<file path="config.mk">
export PLATFORM = sky130hd
export DESIGN_NAME = fir_channel_scheduler
export DESIGN_NICKNAME = d
export VERILOG_FILES = /design/src/rtl/nice_sched_pkg.sv /design/src/rtl/sat_counter.sv /design/src/rtl/fir_channel_scheduler.sv
export SDC_FILE = /design/constraint.sdc
export NUM_CORES = 1
export LEC_CHECK = 0
export BUFFER_PORTS_ARGS = -buffer_cell sky130_fd_sc_hd__buf_2
export CAP_MARGIN = 20
export CORE_UTILIZATION = 50
export CTS_BUF_LIST = sky130_fd_sc_hd__clkbuf_2 sky130_fd_sc_hd__clkbuf_4 sky130_fd_sc_hd__clkbuf_8
export DETAILED_ROUTE_END_ITERATION = 8
export HOLD_SLACK_MARGIN = 0.12
export PLACE_DENSITY_LB_ADDON = 0.05
export SKIP_CTS_REPAIR_TIMING = 1
export SLEW_MARGIN = 0
export SYNTH_ARGS = -nofsm -noshare
export SYNTH_HDL_FRONTEND = slang
export SYNTH_SLANG_ARGS = --single-unit
</file>
<file path="constraint.sdc">
create_clock -name clk_i -period 2.42 [get_ports clk_i]
set_input_delay 0.363 -clock clk_i [delete_from_list [all_inputs] [get_ports clk_i]]
set_output_delay 0.363 -clock clk_i [all_outputs]
set_load 0.005 [all_outputs]
</file>
<file path="src/rtl/nice_sched_pkg.sv">
// rtl/nice_sched_pkg.sv - shared types and constants for the FIR channel scheduler
//
// Purpose: FSM state encoding, default sample width and the signed sample type
// shared by the scheduler RTL and its bench.
package nice_sched_pkg;

    localparam int SCHED_DATA_W = 24;

    typedef enum logic [1:0] {
        IDLE    = 2'd0,
        ISSUE   = 2'd1,
        WAIT    = 2'd2,
        PUBLISH = 2'd3
    } state_t;

    typedef logic signed [SCHED_DATA_W-1:0] sample_t;

endpackage

</file>
<file path="src/rtl/sat_counter.sv">
// rtl/sat_counter.sv - saturating up-counter with synchronous clear
//
// Purpose: counts inc_i pulses and sticks at all-ones; clr_i has priority.
// Ports:
//   clk_i, reset_ni : clock, asynchronous active-low reset
//   clr_i           : synchronous clear to zero
//   inc_i           : increment request
//   cnt_o           : current count
module sat_counter #(
    parameter int W = 8
) (
    input  logic         clk_i,
    input  logic         reset_ni,
    input  logic         clr_i,
    input  logic         inc_i,
    output logic [W-1:0] cnt_o
);

    always_ff @(posedge clk_i or negedge reset_ni) begin
        if (!reset_ni) begin
            cnt_o <= '0;
        end else if (clr_i) begin
            cnt_o <= '0;
        end else if (inc_i && (cnt_o != {W{1'b1}})) begin
            cnt_o <= cnt_o + W'(1);
        end
    end

endmodule

</file>
<file path="src/rtl/fir_channel_scheduler.sv">
// rtl/fir_channel_scheduler.sv - time-multiplexes one FIR/MAC engine across NUM_CH channels
//
// Purpose: on each frame tick, snapshot all channel samples, issue them one at a
// time to the shared engine, collect results and publish one aligned frame.
// Ports:
//   clk_i, reset_ni          : clock, asynchronous active-low reset
//   tick_i, data_i           : frame strobe and packed samples (ch0 in LSBs)
//   eng_start_o/ch_o/data_o  : request to the shared engine
//   eng_done_i, eng_data_i   : engine result
//   data_o, done_o           : published frame and its one-cycle valid
//   busy_o                   : high outside IDLE
//   err_o, err_clr_i         : sticky per-channel timeout flags and their clear
//   ovr_cnt_o                : saturating count of dropped ticks
module fir_channel_scheduler
    import nice_sched_pkg::*;
#(
    parameter  int NUM_CH  = 2,
    parameter  int DATA_W  = SCHED_DATA_W,
    parameter  int TIMEOUT = 255,
    parameter  int OVR_W   = 16,
    localparam int CH_W    = (NUM_CH > 1) ? $clog2(NUM_CH) : 1
) (
    input  logic                     clk_i,
    input  logic                     reset_ni,
    input  logic                     tick_i,
    input  logic [NUM_CH*DATA_W-1:0] data_i,
    output logic                     eng_start_o,
    output logic [CH_W-1:0]          eng_ch_o,
    output logic [DATA_W-1:0]        eng_data_o,
    input  logic                     eng_done_i,
    input  logic [DATA_W-1:0]        eng_data_i,
    output logic [NUM_CH*DATA_W-1:0] data_o,
    output logic                     done_o,
    output logic                     busy_o,
    output logic [NUM_CH-1:0]        err_o,
    input  logic                     err_clr_i,
    output logic [OVR_W-1:0]         ovr_cnt_o
);

    localparam int TO_W = $clog2(TIMEOUT + 1);

    state_t                   state, next_state;
    logic [CH_W-1:0]          idx, idx_d, idx_inc;
    logic [DATA_W-1:0]        snap     [NUM_CH];
    logic [DATA_W-1:0]        result   [NUM_CH];
    logic [DATA_W-1:0]        result_d [NUM_CH];
    logic [NUM_CH*DATA_W-1:0] frame_d;
    logic [DATA_W-1:0]        eng_data_d;
    logic [NUM_CH-1:0]        err_d;
    logic [TO_W-1:0]          to_cnt;
    logic                     last_ch, wait_done, wait_to, advance, accept, drop;

    assign idx_inc   = idx + CH_W'(1);
    assign last_ch   = (idx == CH_W'(NUM_CH - 1));
    assign wait_done = (state == WAIT) && eng_done_i;
    // A done arriving on the expiry cycle wins, so expiry requires no done.
    assign wait_to   = (state == WAIT) && !eng_done_i && (to_cnt == TO_W'(TIMEOUT));
    assign advance   = wait_done || wait_to;
    // PUBLISH can take a new tick directly, so frames may run back to back.
    assign accept    = tick_i && ((state == IDLE) || (state == PUBLISH));
    assign drop      = tick_i && ((state == ISSUE) || (state == WAIT));

    sat_counter #(.W(OVR_W)) u_ovr_cnt (
        .clk_i    (clk_i),
        .reset_ni (reset_ni),
        .clr_i    (1'b0),
        .inc_i    (drop),
        .cnt_o    (ovr_cnt_o)
    );

    // Cleared in ISSUE so each WAIT starts counting from zero.
    sat_counter #(.W(TO_W)) u_timeout_cnt (
        .clk_i    (clk_i),
        .reset_ni (reset_ni),
        .clr_i    (state == ISSUE),
        .inc_i    ((state == WAIT) && !eng_done_i),
        .cnt_o    (to_cnt)
    );

    always_ff @(posedge clk_i or negedge reset_ni) begin
        if (!reset_ni) begin
            state <= IDLE;
        end else begin
            state <= next_state;
        end
    end

    always_comb begin
        next_state = state;
        case (state)
            IDLE:    if (tick_i) next_state = ISSUE;
            ISSUE:   next_state = WAIT;
            WAIT:    if (advance) next_state = last_ch ? PUBLISH : ISSUE;
            PUBLISH: next_state = tick_i ? ISSUE : IDLE;
            default: next_state = IDLE;
        endcase
    end

    always_comb begin
        idx_d      = idx;
        result_d   = result;
        frame_d    = '0;
        eng_data_d = accept ? data_i[DATA_W-1:0] : snap[idx_inc];
        if (accept) begin
            idx_d = '0;
        end else if (advance && !last_ch) begin
            idx_d = idx_inc;
        end
        // On timeout result[idx] is left alone so the last good value is republished.
        if (wait_done) begin
            result_d[idx] = eng_data_i;
        end
        for (int i = 0; i < NUM_CH; i++) begin
            frame_d[i*DATA_W +: DATA_W] = result_d[i];
        end
        err_d = err_clr_i ? '0 : err_o;
        if (wait_to) begin
            err_d[idx] = 1'b1;
        end
    end

    // Outputs are registered from next_state so they line up with the state they describe.
    always_ff @(posedge clk_i or negedge reset_ni) begin
        if (!reset_ni) begin
            idx         <= '0;
            eng_start_o <= 1'b0;
            eng_ch_o    <= '0;
            eng_data_o  <= '0;
            data_o      <= '0;
            done_o      <= 1'b0;
            busy_o      <= 1'b0;
            err_o       <= '0;
            for (int i = 0; i < NUM_CH; i++) begin
                snap[i]   <= '0;
                result[i] <= '0;
            end
        end else begin
            idx <= idx_d;
            for (int i = 0; i < NUM_CH; i++) begin
                result[i] <= result_d[i];
                if (accept) begin
                    snap[i] <= data_i[i*DATA_W +: DATA_W];
                end
            end
            eng_start_o <= (next_state == ISSUE);
            if (next_state == ISSUE) begin
                eng_ch_o   <= idx_d;
                eng_data_o <= eng_data_d;
            end
            done_o <= (next_state == PUBLISH);
            if (next_state == PUBLISH) begin
                data_o <= frame_d;
            end
            busy_o <= (next_state != IDLE);
            err_o  <= err_d;
        end
    end

endmodule

</file>
# Yosys cells after proc, flatten, opt, wreduce, memory -nomap -nowiden
# Cells that the tools add are included.
# Widths: inputs -> output; s select.
dict set report classes {
  add_sub_neg 3
  mul 0
  n_div 0
  magnitude_cmp 5
  eq_ne 8
  shifts 0
  mux 21
  bitwise 3
  reduce_logical 18
}
# cell count
set ops {}
lappend ops {{$mux 24} 5}
lappend ops {{$bwmux 48} 1}
lappend ops {{$mux 48} 1}
lappend ops {{$demux 24 s1} 1}
lappend ops {{$add 16x1->16 const B} 1}
lappend ops {{$mux 8} 2}
lappend ops {{$ne 16x16->1 const B} 1}
lappend ops {{$logic_and 1x1->1} 10}
lappend ops {{$mux 2} 5}
lappend ops {{$add 8x1->8 const B} 1}
lappend ops {{$eq 8x8->1 const B} 1}
lappend ops {{$ne 8x8->1 const B} 1}
lappend ops {{$pmux 2 s4} 1}
lappend ops {{$eq 2x2->1 const B} 3}
lappend ops {{$eq 2x1->1 const B} 2}
lappend ops {{$ge 2x2->1 const B} 2}
lappend ops {{$mux 1} 4}
lappend ops {{$not 1->2} 2}
lappend ops {{$reduce_bool 2->1} 2}
lappend ops {{$logic_or 1x1->1} 3}
lappend ops {{$logic_not 1->1} 2}
lappend ops {{$logic_not 2->1} 1}
lappend ops {{$lt 1x2->1 const B} 1}
lappend ops {{$lt 2x1->1 const B} 1}
lappend ops {{4 further kinds} 4}
dict set report totals {
  reg_bits 201
  latch_bits 0
  ramBits 0
  rom_bits 0
  output_inout_bits 94
  wordCells 73
  memories 0
}

# Logic depth before layout (Yosys ltp)
# Gate-level depths: netlist of the first run.
dict set report depth {
  depth_word 7
  depth_mapped 10
  ltp_nobuf 7
}

# By module
# Synthesis of the first run repeated with hierarchy kept, for this count alone.
dict set report unflattened {
  cells_unflattened 707
  hier_area_um2 8579.5
}
# module instances cells_per_inst area_per_inst_um2 seq_area_each_um2
set by_module_without_submodules {}
lappend by_module_without_submodules {fir_channel_scheduler 1 560 7173.1 4429.2}
lappend by_module_without_submodules {{sat_counter at u_ovr_cnt} 1 98 942.2 400.4}
lappend by_module_without_submodules {{sat_counter at u_timeout_cnt} 1 49 464.2 200.2}

# Worst setup path before layout of the first run
# OpenSTA, ideal clock, no wires.
dict set report synth_timing {
  path_type {reg2reg}
  start {register state[0]}
  end {register data_o[38]}
  setup_ns 0.125
  arrival_time_ns 1.979
  required_ns 2.295
  slack_ns 0.316
  stages_incl_launch_ff 11
  n_path_buf 3
  period_less_slack_ns 2.104
  path_cell_list {dfrtp_1 > inv_1 > ha_1 > buf_2 > a311oi_1 > o31ai_1 > o21a_1 > nand2_2 > buf_6 > buf_6 > mux2_4}
}
dict set report synth_between {
  elab_chain_len 7
  elab_cells_between_ends 13
}
# element line
set synth_rtl {}
lappend synth_rtl {{from (decl)} fir_channel_scheduler.sv:42} ;# state_t state, next_state;
lappend synth_rtl {{from (signal assigned)} fir_channel_scheduler.sv:84} ;# state <= next_state;
lappend synth_rtl {{$eq 2x2->1} {fir_channel_scheduler.sv:55, fir_channel_scheduler.sv:57, fir_channel_scheduler.sv:90}}
lappend synth_rtl {{$logic_and 1x1->1 (2 in a row)} fir_channel_scheduler.sv:57} ;# assign wait_to = (state == WAIT) && !eng_done_i && (to_cnt == TO_W'(TIMEOUT));
lappend synth_rtl {{$logic_or 1x1->1} fir_channel_scheduler.sv:58} ;# assign advance = wait_done || wait_to;
lappend synth_rtl {{$mux 2} fir_channel_scheduler.sv:93} ;# WAIT: if (advance) next_state = last_ch ? PUBLISH : ISSUE;
lappend synth_rtl {{$pmux 2 s4 *} fir_channel_scheduler.sv:90} ;# case (state)
lappend synth_rtl {{net next_state[1]} fir_channel_scheduler.sv:42}
lappend synth_rtl {{$eq 2x2->1 *} fir_channel_scheduler.sv:151} ;# if (next_state == PUBLISH) begin
lappend synth_rtl {{to (signal assigned)} fir_channel_scheduler.sv:152} ;# data_o <= frame_d;
lappend synth_rtl {{to (decl)} fir_channel_scheduler.sv:32} ;# output logic [NUM_CH*DATA_W-1:0] data_o,
# Mark *: on every way through the listed nets, which the timed path passes. The rest lies on a longest branch.
# A chain may end at the register's enable or synchronous reset.

# Worst setup path after layout of the first run
dict set report layout_timing {
  start {register u_timeout_cnt.cnt_o[0]}
  end {register eng_data_o[2]}
}
dict set report layout_between {
  elab_chain_len 6
}
# element line
set layout_rtl {}
lappend layout_rtl {{from (decl)} sat_counter.sv:16} ;# output logic [W-1:0] cnt_o
lappend layout_rtl {{from (signal assigned)} sat_counter.sv:25} ;# cnt_o <= cnt_o + W'(1);
lappend layout_rtl {{$eq 8x8->1} fir_channel_scheduler.sv:57}
lappend layout_rtl {{$logic_and 1x1->1} fir_channel_scheduler.sv:57}
lappend layout_rtl {{$logic_or 1x1->1} fir_channel_scheduler.sv:58}
lappend layout_rtl {{$mux 2} fir_channel_scheduler.sv:93}
lappend layout_rtl {{$pmux 2 s4} fir_channel_scheduler.sv:90}
lappend layout_rtl {{$eq 2x1->1} fir_channel_scheduler.sv:146} ;# if (next_state == ISSUE) begin
lappend layout_rtl {{to (signal assigned)} fir_channel_scheduler.sv:148} ;# eng_data_o <= eng_data_d;
lappend layout_rtl {{to (decl)} fir_channel_scheduler.sv:29} ;# output logic [DATA_W-1:0] eng_data_o,
# No other way between the ends.

==> run_summary.xml, run 1 <==
<?xml version="1.0" encoding="UTF-8"?>
<metrics>
  <group name="floorplan">
    <metric name="initial_core_util" unit="">0.5101</metric>
    <metric name="cell_row_count" unit="">47</metric>
    <metric name="die_width" unit="um">131.6</metric>
    <metric name="die-height" unit="um">131.6</metric>
    <metric name="top_level_ports" unit="">171</metric>
    <metric name="placeableCoreArea" unit="mm2">0.01647</metric>
    <metric name="die-area" unit="mm2">0.01732</metric>
  </group>
  <group name="synthesis">
    <metric name="async_reset_ff_frac" unit="">1.000</metric>
    <metric name="yosys.cell_types.count" unit="">41</metric>
    <metric name="syn_inst" unit="">667</metric>
    <metric name="postSynthNetCount" unit="">750</metric>
    <metric name="ys.warnings.count" unit="">0</metric>
    <metric name="postSynth.topFlopCell" unit="">dfrtp_1</metric>
    <metric name="number_of_enable_flip_flop_cells_after_synthesis" unit="">0</metric>
    <metric name="synth-seq-area-share" unit="">0.5988</metric>
    <metric name="synthesized_area_per_cell" unit="um2">12.59</metric>
    <metric name="synth-seq-cells" unit="">201</metric>
    <metric name="syn-cell-area" unit="mm2">0.008399</metric>
  </group>
  <group name="critical_path">
    <metric name="critPathMaxFanout" unit="">26</metric>
    <metric name="crit_required" unit="ps">2800</metric>
    <metric name="worstSetupEndpoint" unit="">eng_data_o[2]$_DFFE_PN0N_</metric>
    <metric name="timing.critical_path.cells" unit="">ha_1 -&gt; and3_4 -&gt; a21oi_4 -&gt; mux2i_1 -&gt; o211ai_4 -&gt; buf_12 -&gt; mux2_2</metric>
    <metric name="setup.worst_path.class" unit="">reg2reg</metric>
    <metric name="worst_path_max_delay_cell" unit="">dfrtp_1</metric>
    <metric name="setup.worst_path.end_class" unit="">register</metric>
    <metric name="timing.reg2reg.worst_path_depth" unit="">7</metric>
    <metric name="timing.reg2reg.setup_slack" unit="ps">180</metric>
    <metric name="timing.critical_path.max_delay_family" unit="">multiplexers</metric>
    <metric name="worstReg2RegStart" unit="">u_timeout_cnt.cnt_o[0]$_DFFE_PN0P_</metric>
    <metric name="critPathLaunch" unit="">u_timeout_cnt.cnt_o[0]$_DFFE_PN0P_</metric>
    <metric name="total_stage_count_of_the_critical_path" unit="">7</metric>
    <metric name="critical_path.startpoint_type" unit="">register</metric>
    <metric name="timing.rr.end" unit="">eng_data_o[2]$_DFFE_PN0N_</metric>
    <metric name="timing.critical_path.buf_inv" unit="">1</metric>
    <metric name="crit_path_max_incr_delay" unit="ps">400</metric>
    <metric name="worst_ep_arrival_time" unit="ps">2620</metric>
  </group>
  <group name="final_layout">
    <metric name="ff_latch_area" unit="mm2">0.005030</metric>
    <metric name="filler_cell_count" unit="">1286</metric>
    <metric name="nNetsFinal" unit="">1014</metric>
    <metric name="number_of_inserted_diodes" unit="">0</metric>
    <metric name="post_route_cells_drive_above_1_share" unit="">0.3987</metric>
    <metric name="area_growth_syn_to_layout" unit="%">31.37</metric>
    <metric name="multiInputGateArea" unit="mm2">0.003201</metric>
  </group>
  <group name="timing">
    <metric name="post-route-worst-setup-slack" unit="ps">180.5</metric>
    <metric name="timing.final.setup_violations" unit="">0</metric>
    <metric name="fin_worst_hold_slack" unit="ps">87.76</metric>
    <metric name="achievable-frequency" unit="GHz">0.4465</metric>
    <metric name="fin_worst_skew" unit="ps">16.68</metric>
    <metric name="post-route-period-util" unit="">0.9254</metric>
    <metric name="slew_headroom" unit="">0.6225</metric>
    <metric name="worst-slew-pin-transition" unit="ps">566.2</metric>
    <metric name="period_needed" unit="ps">2240</metric>
    <metric name="maxSlewViolCount" unit="">0</metric>
    <metric name="final-hold-violation-count" unit="">0</metric>
  </group>
  <group name="run_status">
    <metric name="outcome" unit="">complete, no violations</metric>
  </group>
  <group name="drt">
    <metric name="vias_per_cell" unit="">5.038</metric>
    <metric name="first_iter_violations" unit="">209</metric>
    <metric name="wl_per_cell" unit="um">15.63</metric>
    <metric name="aggregate_routed_wire_length" unit="um">18330</metric>
    <metric name="ant_nets" unit="">0</metric>
    <metric name="drcViolationCount" unit="">0</metric>
    <metric name="dr_total_vias" unit="">5910</metric>
    <metric name="drt_pre_antenna_iters" unit="">6</metric>
  </group>
  <group name="global_route">
    <metric name="grt_pass1_wl" unit="um">29550</metric>
    <metric name="grt_usage" unit="">0.2103</metric>
    <metric name="grt_pass1_vias" unit="">5867</metric>
    <metric name="grt_remaining_overflow" unit="">0</metric>
    <metric name="grt_antenna_before_repair" unit="">0</metric>
    <metric name="pin_count_of_the_biggest_net_entering_global_routing" unit="">74</metric>
  </group>
  <group name="clock_tree">
    <metric name="tritoncts" unit="">yes</metric>
    <metric name="cts_clock_pin_slew_for_the_worst_setup_and_hold_paths" unit="ps">50</metric>
    <metric name="cts_htree_levels" unit="">2</metric>
    <metric name="cts-buffers-inserted" unit="">36</metric>
    <metric name="clock-sinks" unit="">201</metric>
    <metric name="root_buffer" unit="">clkbuf_8</metric>
    <metric name="clk_latency" unit="ps">510</metric>
    <metric name="cts.path.max_buffers" unit="">3</metric>
  </group>
  <group name="min_path">
    <metric name="hold_path.class" unit="">in2reg</metric>
    <metric name="min_path_cells" unit="">3</metric>
  </group>
  <group name="power">
    <metric name="p_per_area" unit="mW/mm2">1323</metric>
    <metric name="power_leakage" unit="nW">5.577</metric>
    <metric name="peakVddDrop" unit="mV">0.6824</metric>
  </group>
  <group name="job">
    <metric name="drv.max_cap_violation_count" unit="">0</metric>
  </group>
  <group name="place">
    <metric name="hpwlAfterDp" unit="um">11580</metric>
    <metric name="port_buffers" unit="">170</metric>
    <metric name="routability_driven_placement_congestion_ratio" unit="">0.7623</metric>
    <metric name="dp_slack" unit="ps">98.10</metric>
  </group>
</metrics>
## cells in the final DEF, fill, tap and decap left out, drive strengths merged, types with 9 or more instances in the layout
cell type / n
mux2i: 26
dfrtp: 201
buf: 186
inv: 9
clkbuf: 58
dlygate4sd3: 68
nor2: 13
nand2: 155
xnor2: 9
o21ai: 29
xor2: 11
mux2: 122
## state kept, by name, summed over array words and instances, names as in the netlist
name                 cells
u_timeout_cnt.cnt_o      8
done_o                   1
idx                      1
busy_o                   1
state                    2
eng_data_o              24
result                  48
err_o                    2
eng_start_o              1
eng_ch_o                 1
u_ovr_cnt.cnt_o         16
data_o                  48
snap                    48
## area by class of cell
type,count,share of cell area
clock buffer,57,0.06316
inverter,8,0.002721
sequential,201,0.4558
clock inverter,3,0.004195
multi-input combinational,429,0.2901
timing repair buffer,255,0.1591
tap,220,0.02495
## cell usage after synthesis (all sizes together) (2+ instances only)
library cell	n	area, um2
a211oi	2	15.01
nand3	8	40.04
o21ai	29	145.1
xor2	11	96.34
nor2	13	48.80
mux2	122	1479
o21a	2	15.01
ha	6	75.07
o211ai	2	28.78
mux2i	26	260.3
or3	2	12.51
dfrtp	201	5030
nand4	8	50.05
buf	20	120.1
o22ai	2	12.51
or2	2	12.51
xnor2	9	78.83
nand2b	3	18.77
and3	5	36.28
nor3	5	30.03
a21oi	5	36.29
nand2	155	584.3
inv	8	30.03
nor2b	2	12.51
and4	4	37.54
clkbuf	9	33.78
## power breakdown
group          switching, mW  total, mW  internal [mW]
Combinational           2.67       5.75           3.07
Sequential             0.727       5.63           4.90
Clock                   1.30       3.22           1.92
Total                   4.70       14.6           9.90
## kinds of logic (layout without fill, tap and decap cells)
group	Yosys count	after routing	synth area share
AO/OA/AOI/OAI	47	47	0.03650
multiplexers	148	148	0.2071
adder cells (fa/ha/maj)	6	6	0.008938
AND/OR/NAND/NOR	208	208	0.1059
buffers and inverters	37	323	0.02190
XOR/XNOR	20	20	0.02086
flip-flops	201	201	0.5988
## layer usage
layer	vias up	GRT usage	share of wire
met3	27	0.05054	0.047
li1	2785	-	-
met1	2950	0.2880	0.45
met2	148	0.3327	0.48
met5	-	0	0
met4	0	0.06202	0.015
## worst min-delay path: cells and delay by family
| kind | cells | cell delay [ps] |
|---|---|---|
| and+or+nand+nor | 2 | 120 |
| buffers and inverters | 1 | 80 |
## stage by stage
step | util | cells | total power, mW | setup TNS [ps] | instance area, um2
6_report | 0.6701 | 1173 | 14.60 | 0 | 11030
5_1_grt | 0.6701 | 1173 | 15.58 | -4.286 | 11030
4_1_cts | 0.6285 | 1105 | 14.63 | 0 | 10350
3_5_place_dp | 0.5834 | 1045 | 11.33 | 0 | 9605
3_3_place_gp | 0.5834 | 1045 | 11.05 | 0 | 9605
2_1_floorplan | - | 667 | 9.484 | 0 | 8399
## worst min path at each step
stage / startpoint / end
after floorplan: reset_ni / busy_o$_DFF_PN0_
after global placement: reset_ni / u_ovr_cnt.cnt_o[3]$_DFFE_PN0P_
after detailed placement: reset_ni / u_ovr_cnt.cnt_o[4]$_DFFE_PN0P_
after CTS: reset_ni / result[2]$_DFF_PN0_
after global routing: data_i[3] / snap[27]$_DFFE_PN0P_
final: data_i[3] / snap[27]$_DFFE_PN0P_
No activity file was read; power rests on OpenSTA's default activity.
==> run 2: changes to the inputs <==
Settings changed: ABC_AREA set to 1.
==> run 2 against run 1 <==
  * Area after synthesis increased by 0.31%
  * Hold slack improved by 9.0 ps
  * First-iteration DRC count increased by 110%
  * Largest cell class unchanged
  * Cell count increased by 21%
  * Non-clock buffer count decreased by 24
  * Critical path type unchanged
  * Clock-buffer cell count decreased by 8
  * Global-route usage increased by 2.0 points
  * Cell area decreased by 3.4%
  * Synthesized cell count increased by 44%
  * Clock skew increased by 8.6 ps
  * Setup slack improved by 15 ps
==> run_summary.xml, run 2 <==
<?xml version="1.0" encoding="UTF-8"?>
<metrics>
  <group name="run_status">
    <metric name="outcome" unit="">complete, no violations</metric>
  </group>
  <group name="synthesis">
    <metric name="async_reset_ff_frac" unit="">1.000</metric>
    <metric name="synth-seq-area-share" unit="">0.5970</metric>
    <metric name="synth-seq-cells" unit="">201</metric>
    <metric name="number_of_enable_flip_flop_cells_after_synthesis" unit="">0</metric>
    <metric name="yosysTopAreaCell" unit="">dfrtp_1</metric>
    <metric name="syn_inst" unit="">959</metric>
    <metric name="synthesized_area_per_cell" unit="um2">8.786</metric>
    <metric name="yosys.cell_types.count" unit="">26</metric>
    <metric name="postSynthNetCount" unit="">1042</metric>
    <metric name="syn-cell-area" unit="mm2">0.008426</metric>
    <metric name="ys.warnings.count" unit="">0</metric>
    <metric name="synth_top_area_frac" unit="">0.5970</metric>
    <metric name="synth_most_common_cell" unit="">nand2_1</metric>
    <metric name="yosys-top-cells-area" unit="">dfrtp_1 60%, nand2_1 16%, o21ai_0 7.6%, nand3_1 3.5%, inv_1 3.3%</metric>
    <metric name="postSynth.topFlopCell" unit="">dfrtp_1</metric>
    <metric name="synthTopCellsByCount" unit="">350 x nand2_1, 201 x dfrtp_1, 128 x o21ai_0, 74 x inv_1, 59 x nand3_1</metric>
  </group>
  <group name="final_layout">
    <metric name="number_of_inserted_diodes" unit="">0</metric>
    <metric name="post_route_cells_drive_above_1_share" unit="">0.2144</metric>
    <metric name="layout_commonest_cell" unit="">nand2_1</metric>
    <metric name="final_non_filler_cell_total" unit="">1414</metric>
    <metric name="nNetsFinal" unit="">1258</metric>
    <metric name="reg.largest.list" unit="">data_o x48, result x48, snap x48</metric>
    <metric name="layout_common_cells" unit="">350 x nand2_1, 201 x dfrtp_1, 169 x buf_2, 128 x o21ai_0, 74 x inv_1</metric>
    <metric name="filler_cell_count" unit="">1474</metric>
    <metric name="area_growth_syn_to_layout" unit="%">26.51</metric>
  </group>
  <group name="critical_path">
    <metric name="setup.worst_path.end_class" unit="">register</metric>
    <metric name="critPathMaxFanout" unit="">17</metric>
    <metric name="worst_path_most_repeated_cell" unit="">nand2_1</metric>
    <metric name="crit_path_max_incr_delay" unit="ps">410</metric>
    <metric name="worst_ep_arrival_time" unit="ps">2610</metric>
    <metric name="timing.critical_path.cells" unit="">inv_1 -&gt; ha_1 -&gt; inv_1 -&gt; nor2_1 -&gt; nand3_2 -&gt; nand3_1 -&gt; nand2_1 -&gt; a21oi_4 -&gt; nand3_2 -&gt; buf_12 -&gt; nand2_1 -&gt; nand2_1</metric>
    <metric name="timing.reg2reg.setup_slack" unit="ps">200</metric>
    <metric name="critical_path.startpoint_type" unit="">register</metric>
    <metric name="crit_required" unit="ps">2810</metric>
    <metric name="setup.worst_path.class" unit="">reg2reg</metric>
    <metric name="worst_path_max_delay_cell" unit="">dfrtp_1</metric>
  </group>
  <group name="drt">
    <metric name="drt_pre_antenna_iters" unit="">4</metric>
    <metric name="drcViolationCount" unit="">0</metric>
    <metric name="wl_per_cell" unit="um">13.95</metric>
    <metric name="vias_per_cell" unit="">4.930</metric>
    <metric name="aggregate_routed_wire_length" unit="um">19720</metric>
    <metric name="first_iter_violations" unit="">449</metric>
    <metric name="ant_nets" unit="">0</metric>
    <metric name="dr_total_vias" unit="">6971</metric>
  </group>
  <group name="clock_tree">
    <metric name="cts.path.max_buffers" unit="">3</metric>
    <metric name="cts_htree_levels" unit="">2</metric>
    <metric name="tritoncts" unit="">yes</metric>
    <metric name="root_buffer" unit="">clkbuf_8</metric>
    <metric name="cts_clock_pin_slew_for_the_worst_setup_and_hold_paths" unit="ps">60</metric>
    <metric name="clk_latency" unit="ps">520</metric>
    <metric name="cts-buffers-inserted" unit="">35</metric>
    <metric name="clock-sinks" unit="">201</metric>
  </group>
  <group name="timing">
    <metric name="slew_headroom" unit="">0.5337</metric>
    <metric name="rsz0062_at_grt" unit="">false</metric>
    <metric name="setup_tns" unit="ps">0</metric>
    <metric name="worst-slew-pin-transition" unit="ps">699.5</metric>
    <metric name="post-route-worst-setup-slack" unit="ps">195.9</metric>
    <metric name="period_needed" unit="ps">2224</metric>
    <metric name="post-route-period-util" unit="">0.9191</metric>
    <metric name="achievable-frequency" unit="GHz">0.4496</metric>
    <metric name="maxSlewViolCount" unit="">0</metric>
    <metric name="fin_worst_skew" unit="ps">25.31</metric>
    <metric name="timing.final.setup_violations" unit="">0</metric>
    <metric name="final-hold-violation-count" unit="">0</metric>
  </group>
  <group name="floorplan">
    <metric name="die-area" unit="mm2">0.01737</metric>
    <metric name="die_width" unit="um">131.8</metric>
    <metric name="initial_core_util" unit="">0.5099</metric>
    <metric name="placeableCoreArea" unit="mm2">0.01652</metric>
    <metric name="top_level_ports" unit="">171</metric>
    <metric name="cell_row_count" unit="">47</metric>
    <metric name="die-height" unit="um">131.8</metric>
  </group>
  <group name="global_route">
    <metric name="gr-usage-met1" unit="">0.3312</metric>
    <metric name="grt-busiest-layer" unit="">met2</metric>
    <metric name="grt_pass1_wl" unit="um">32430</metric>
    <metric name="grt_pass1_vias" unit="">6547</metric>
    <metric name="grt_usage" unit="">0.2306</metric>
    <metric name="grt_antenna_before_repair" unit="">0</metric>
    <metric name="pin_count_of_the_biggest_net_entering_global_routing" unit="">88</metric>
    <metric name="use_met3" unit="">0.04152</metric>
    <metric name="grt_remaining_overflow" unit="">0</metric>
    <metric name="grt_use_met2" unit="">0.3542</metric>
  </group>
  <group name="power">
    <metric name="power_leakage" unit="nW">5.757</metric>
    <metric name="peakVddDrop" unit="mV">0.5523</metric>
    <metric name="p_per_area" unit="mW/mm2">1223</metric>
  </group>
  <group name="place">
    <metric name="port_buffers" unit="">170</metric>
    <metric name="hpwlAfterDp" unit="um">12370</metric>
    <metric name="placed_cells" unit="">1316</metric>
    <metric name="dp_slack" unit="ps">186.6</metric>
    <metric name="routability_driven_placement_congestion_ratio" unit="">0.8289</metric>
  </group>
  <group name="job">
    <metric name="drv.max_cap_violation_count" unit="">0</metric>
  </group>
  <group name="min_path">
    <metric name="hold_path.class" unit="">in2reg</metric>
  </group>
</metrics>
run 2: layout make-up:
type	count	area, um2	area share
timing repair buffer	231	1510	0.1417
clock buffer	49	630.6	0.05916
sequential	201	5030	0.4719
inverter	75	281.5	0.02641
clock inverter	7	41.29	0.003874
tap	220	275.3	0.02582
multi-input combinational	631	2890	0.2712
run 2: cell families after synthesis:
| family | count (synthesis) | synth area share |
|---|---|---|
| XOR/XNOR | 14 | 0.01455 |
| flip-flops | 201 | 0.5970 |
| AND/OR/NAND/NOR | 475 | 0.2360 |
| AO/OA/AOI/OAI | 136 | 0.08212 |
| adder cells (fa/ha/maj) | 6 | 0.008910 |
| buffers and inverters | 127 | 0.06148 |
run 2: path summary, 6_finish.rpt:
kind,cells past startpoint,end,from
min,3,snap[28]$_DFFE_PN0P_,data_i[4]
min in group asynchronous,2,u_ovr_cnt.cnt_o[13]$_DFFE_PN0P_,reset_ni
max reg2reg,12,eng_ch_o$_DFFE_PN0N_,state[0]$_DFF_PN0_
max,12,eng_ch_o$_DFFE_PN0N_,state[0]$_DFF_PN0_
max in group asynchronous,3,eng_data_o[15]$_DFFE_PN0N_,reset_ni
min reg2reg,2,eng_data_o[5]$_DFFE_PN0N_,eng_data_o[5]$_DFFE_PN0N_
run 2: metal layers:
metal,vias to the layer above,wire length [um]
met2,211,9192
li1,3512,-
met5,-,0
met1,3217,9142
met4,0,380
met3,31,1008
run 2: worst max-delay path: cells and delay by family, from the launching register on:
family / cells / cell delay [ps]
AO/OA/AOI/OAI: 1 / 240
adder cells (fa/ha/maj): 1 / 210
buffers and inverters: 3 / 400
flip-flops: 1 / 410
AND/OR/NAND/NOR: 7 / 830
run 2: metrics by stage:
step,power (mW),cell area [um2],hold WS (ps),util
after floorplan,8.296,8426,67.41,-
after global placement,9.895,9562,177.8,0.5786
after detailed placement,10.04,9562,178.6,0.5786
after CTS,13.09,10230,-380.9,0.6193
after global routing,14.10,10660,122.3,0.6450
final,13.03,10660,96.73,0.6450
run 2: power by group:
part / total (mW) / switching, mW / internal [mW]
Clock: 3.01 / 1.33 / 1.67
Combinational: 4.77 / 3.01 / 1.77
Sequential: 5.25 / 0.570 / 4.68
Total: 13.0 / 4.91 / 8.12
==> run 3: changes to the inputs <==
Settings changed: CORE_MARGIN set to 4.
==> run 3 against run 2 <==
  * Cell count rose by 0.42%
  * Critical path depth rose by 4
  * Sequential power barely moved
  * Setup slack improved by 110 ps
  * Non-clock buffer count rose by 5
  * Via count barely moved
  * Sequential share of layout area fell by 0.15 points
  * Core utilization rose by 0.21 points
  * Global-route usage fell by 2.8 points
  * Fmax rose by 5.2%
  * First-iteration DRC count fell by 19%
  * Critical path type unchanged
  * Largest cell class unchanged
==> run_summary.xml, run 3 (synthesized netlist as in run 2, its figures left out) <==
<?xml version="1.0" encoding="UTF-8"?>
<metrics>
  <group name="final_layout">
    <metric name="final_area" unit="mm2">0.01069</metric>
    <metric name="layout_commonest_cell" unit="">nand2_1</metric>
    <metric name="number_of_inserted_diodes" unit="">0</metric>
    <metric name="reg.largest.list" unit="">data_o x48, result x48, snap x48</metric>
    <metric name="final_non_filler_cell_total" unit="">1420</metric>
    <metric name="nNetsFinal" unit="">1263</metric>
    <metric name="post_route_cells_drive_above_1_share" unit="">0.2158</metric>
    <metric name="layout_common_cells" unit="">350 x nand2_1, 201 x dfrtp_1, 169 x buf_2, 128 x o21ai_0, 74 x inv_1</metric>
    <metric name="area_growth_syn_to_layout" unit="%">26.92</metric>
  </group>
  <group name="timing">
    <metric name="achievable-frequency" unit="GHz">0.4730</metric>
    <metric name="maxSlewViolCount" unit="">0</metric>
    <metric name="period_needed" unit="ps">2114</metric>
    <metric name="rsz0062_at_grt" unit="">false</metric>
    <metric name="final-hold-violation-count" unit="">0</metric>
    <metric name="setup_tns" unit="ps">0</metric>
    <metric name="fin_worst_skew" unit="ps">16.55</metric>
    <metric name="timing.final.setup_violations" unit="">0</metric>
    <metric name="post-route-period-util" unit="">0.8735</metric>
    <metric name="post-route-worst-setup-slack" unit="ps">306.0</metric>
    <metric name="worst-slew-pin-transition" unit="ps">499.5</metric>
    <metric name="slew_headroom" unit="">0.6670</metric>
  </group>
  <group name="global_route">
    <metric name="grt_usage" unit="">0.2027</metric>
    <metric name="grt_remaining_overflow" unit="">0</metric>
    <metric name="pin_count_of_the_biggest_net_entering_global_routing" unit="">77</metric>
    <metric name="grt_antenna_before_repair" unit="">0</metric>
    <metric name="grt_pass1_vias" unit="">6512</metric>
    <metric name="grt_pass1_wl" unit="um">31150</metric>
  </group>
  <group name="drt">
    <metric name="wl_per_cell" unit="um">13.80</metric>
    <metric name="drcViolationCount" unit="">0</metric>
    <metric name="drt_pre_antenna_iters" unit="">4</metric>
    <metric name="aggregate_routed_wire_length" unit="um">19600</metric>
    <metric name="ant_nets" unit="">0</metric>
    <metric name="vias_per_cell" unit="">4.907</metric>
    <metric name="dr_total_vias" unit="">6968</metric>
    <metric name="first_iter_violations" unit="">363</metric>
  </group>
  <group name="critical_path">
    <metric name="timing.critical_path.max_delay_family" unit="">simple AND/OR/NAND/NOR gates</metric>
    <metric name="critPathMaxFanout" unit="">49</metric>
    <metric name="worstReg2RegStart" unit="">state[0]$_DFF_PN0_</metric>
    <metric name="worst_ep_arrival_time" unit="ps">2490</metric>
    <metric name="timing.critical_path.cells" unit="">inv_1 -&gt; ha_1 -&gt; inv_1 -&gt; nor2_1 -&gt; nand3_2 -&gt; nand2_1 -&gt; nand2_1 -&gt; nand2_1 -&gt; nand2_1 -&gt; nand2_2 -&gt; nand2_4 -&gt; nand2_4 -&gt; nand2_2 -&gt; buf_12 -&gt; nand2_1 -&gt; nand2_1</metric>
    <metric name="worst_path_most_repeated_cell" unit="">nand2_1</metric>
    <metric name="crit_required" unit="ps">2800</metric>
    <metric name="critical_path.startpoint_type" unit="">register</metric>
    <metric name="crit_path_max_incr_delay" unit="ps">420</metric>
    <metric name="setup.worst_path.class" unit="">reg2reg</metric>
    <metric name="worst_path_max_delay_cell" unit="">dfrtp_1</metric>
    <metric name="setup.worst_path.end_class" unit="">register</metric>
    <metric name="timing.critical_path.buf_inv" unit="">3</metric>
    <metric name="critPathLaunch" unit="">state[0]$_DFF_PN0_</metric>
  </group>
  <group name="power">
    <metric name="net-switching-power" unit="mW">4.841</metric>
    <metric name="power.share.combinational" unit="">0.361</metric>
    <metric name="post-layout-total-power" unit="mW">13.01</metric>
    <metric name="power_leakage" unit="nW">5.768</metric>
    <metric name="seqPwrFrac" unit="">0.405</metric>
    <metric name="cell_internal_pwr" unit="mW">8.167</metric>
    <metric name="switching_share" unit="">0.3721</metric>
    <metric name="power.clock.fraction" unit="">0.234</metric>
    <metric name="p_per_area" unit="mW/mm2">1216</metric>
    <metric name="peakVddDrop" unit="mV">0.7088</metric>
  </group>
  <group name="run_status">
    <metric name="outcome" unit="">complete, no violations</metric>
  </group>
  <group name="clock_tree">
    <metric name="cts-buffers-inserted" unit="">35</metric>
    <metric name="cts.path.max_buffers" unit="">3</metric>
    <metric name="tritoncts" unit="">yes</metric>
    <metric name="clock-sinks" unit="">201</metric>
    <metric name="root_buffer" unit="">clkbuf_8</metric>
    <metric name="cts_htree_levels" unit="">2</metric>
    <metric name="clk_latency" unit="ps">500</metric>
    <metric name="cts_clock_pin_slew_for_the_worst_setup_and_hold_paths" unit="ps">60</metric>
  </group>
  <group name="min_path">
    <metric name="hold_path.startpoint" unit="">data_i[20]</metric>
    <metric name="hold_path.class" unit="">in2reg</metric>
  </group>
  <group name="floorplan">
    <metric name="top_level_ports" unit="">171</metric>
    <metric name="die_width" unit="um">137.8</metric>
    <metric name="cell_row_count" unit="">47</metric>
    <metric name="initial_core_util" unit="">0.5099</metric>
    <metric name="die-area" unit="mm2">0.01899</metric>
    <metric name="die-height" unit="um">137.8</metric>
    <metric name="placeableCoreArea" unit="mm2">0.01652</metric>
  </group>
  <group name="place">
    <metric name="dp_slack" unit="ps">323.4</metric>
    <metric name="hpwlAfterDp" unit="um">12690</metric>
    <metric name="routability_driven_placement_congestion_ratio" unit="">0.8290</metric>
    <metric name="post_dp_cell_area" unit="mm2">0.009564</metric>
    <metric name="placed_cells" unit="">1318</metric>
    <metric name="port_buffers" unit="">170</metric>
  </group>
  <group name="job">
    <metric name="drv.max_cap_violation_count" unit="">0</metric>
  </group>
</metrics>
## run 3: worst paths after layout
check	to	slack, ps	cells past startpoint
min	snap[44]$_DFFE_PN0P_	110	3
max reg2reg	data_o[39]$_DFFE_PN0N_	310	16
min in group asynchronous	u_ovr_cnt.cnt_o[13]$_DFFE_PN0P_	280	2
max	data_o[39]$_DFFE_PN0N_	310	16
min reg2reg	snap[9]$_DFFE_PN0P_	460	2
max in group asynchronous	snap[22]$_DFFE_PN0P_	1410	3
## run 3: stage by stage
step           hold WS [ps]  utilization
5_1_grt               116.6       0.6472
2_1_floorplan         67.41            -
4_1_cts              -317.3       0.6199
3_5_place_dp          231.5       0.5788
3_3_place_gp          232.9       0.5788
6_report              114.8       0.6472
## run 3: routing by layer
| layer | wire length [um] | GRT usage | share of wire | up-vias |
|---|---|---|---|---|
| met5 | 0 | 0 | 0 | - |
| li1 | - | - | - | 3511 |
| met4 | 298 | 0.05434 | 0.015 | 0 |
| met1 | 9222 | 0.2946 | 0.47 | 3228 |
| met2 | 8867 | 0.3118 | 0.45 | 205 |
| met3 | 1213 | 0.04237 | 0.062 | 24 |
## run 3: cell type report
| cell class | instances | area, um2 |
|---|---|---|
| sequential | 201 | 5030 |
| fill | 1416 | 5831 |
| clock buffer | 54 | 661.9 |
| inverter | 75 | 281.5 |
| timing repair buffer | 236 | 1543 |
| clock inverter | 3 | 17.52 |
| tap | 220 | 275.3 |
| multi-input combinational | 631 | 2885 |
## run 3: power groups by stage
stage	logic [mW]	registers, mW	clock network (mW)
detailed placement	4.70	5.31	0
floorplan	3.07	5.22	0
finish	4.70	5.27	3.04
global route	5.42	5.39	3.28
global placement	4.59	5.29	0
CTS	4.71	5.27	3.13
## run 3: worst reg2reg max path: cells and delay by family (launching register included)
family | cells | cell delay [ps]
adder cells (fa/ha/maj) | 1 | 220
flip-flops | 1 | 420
buffers and inverters | 3 | 360
AND/OR/NAND/NOR | 12 | 990
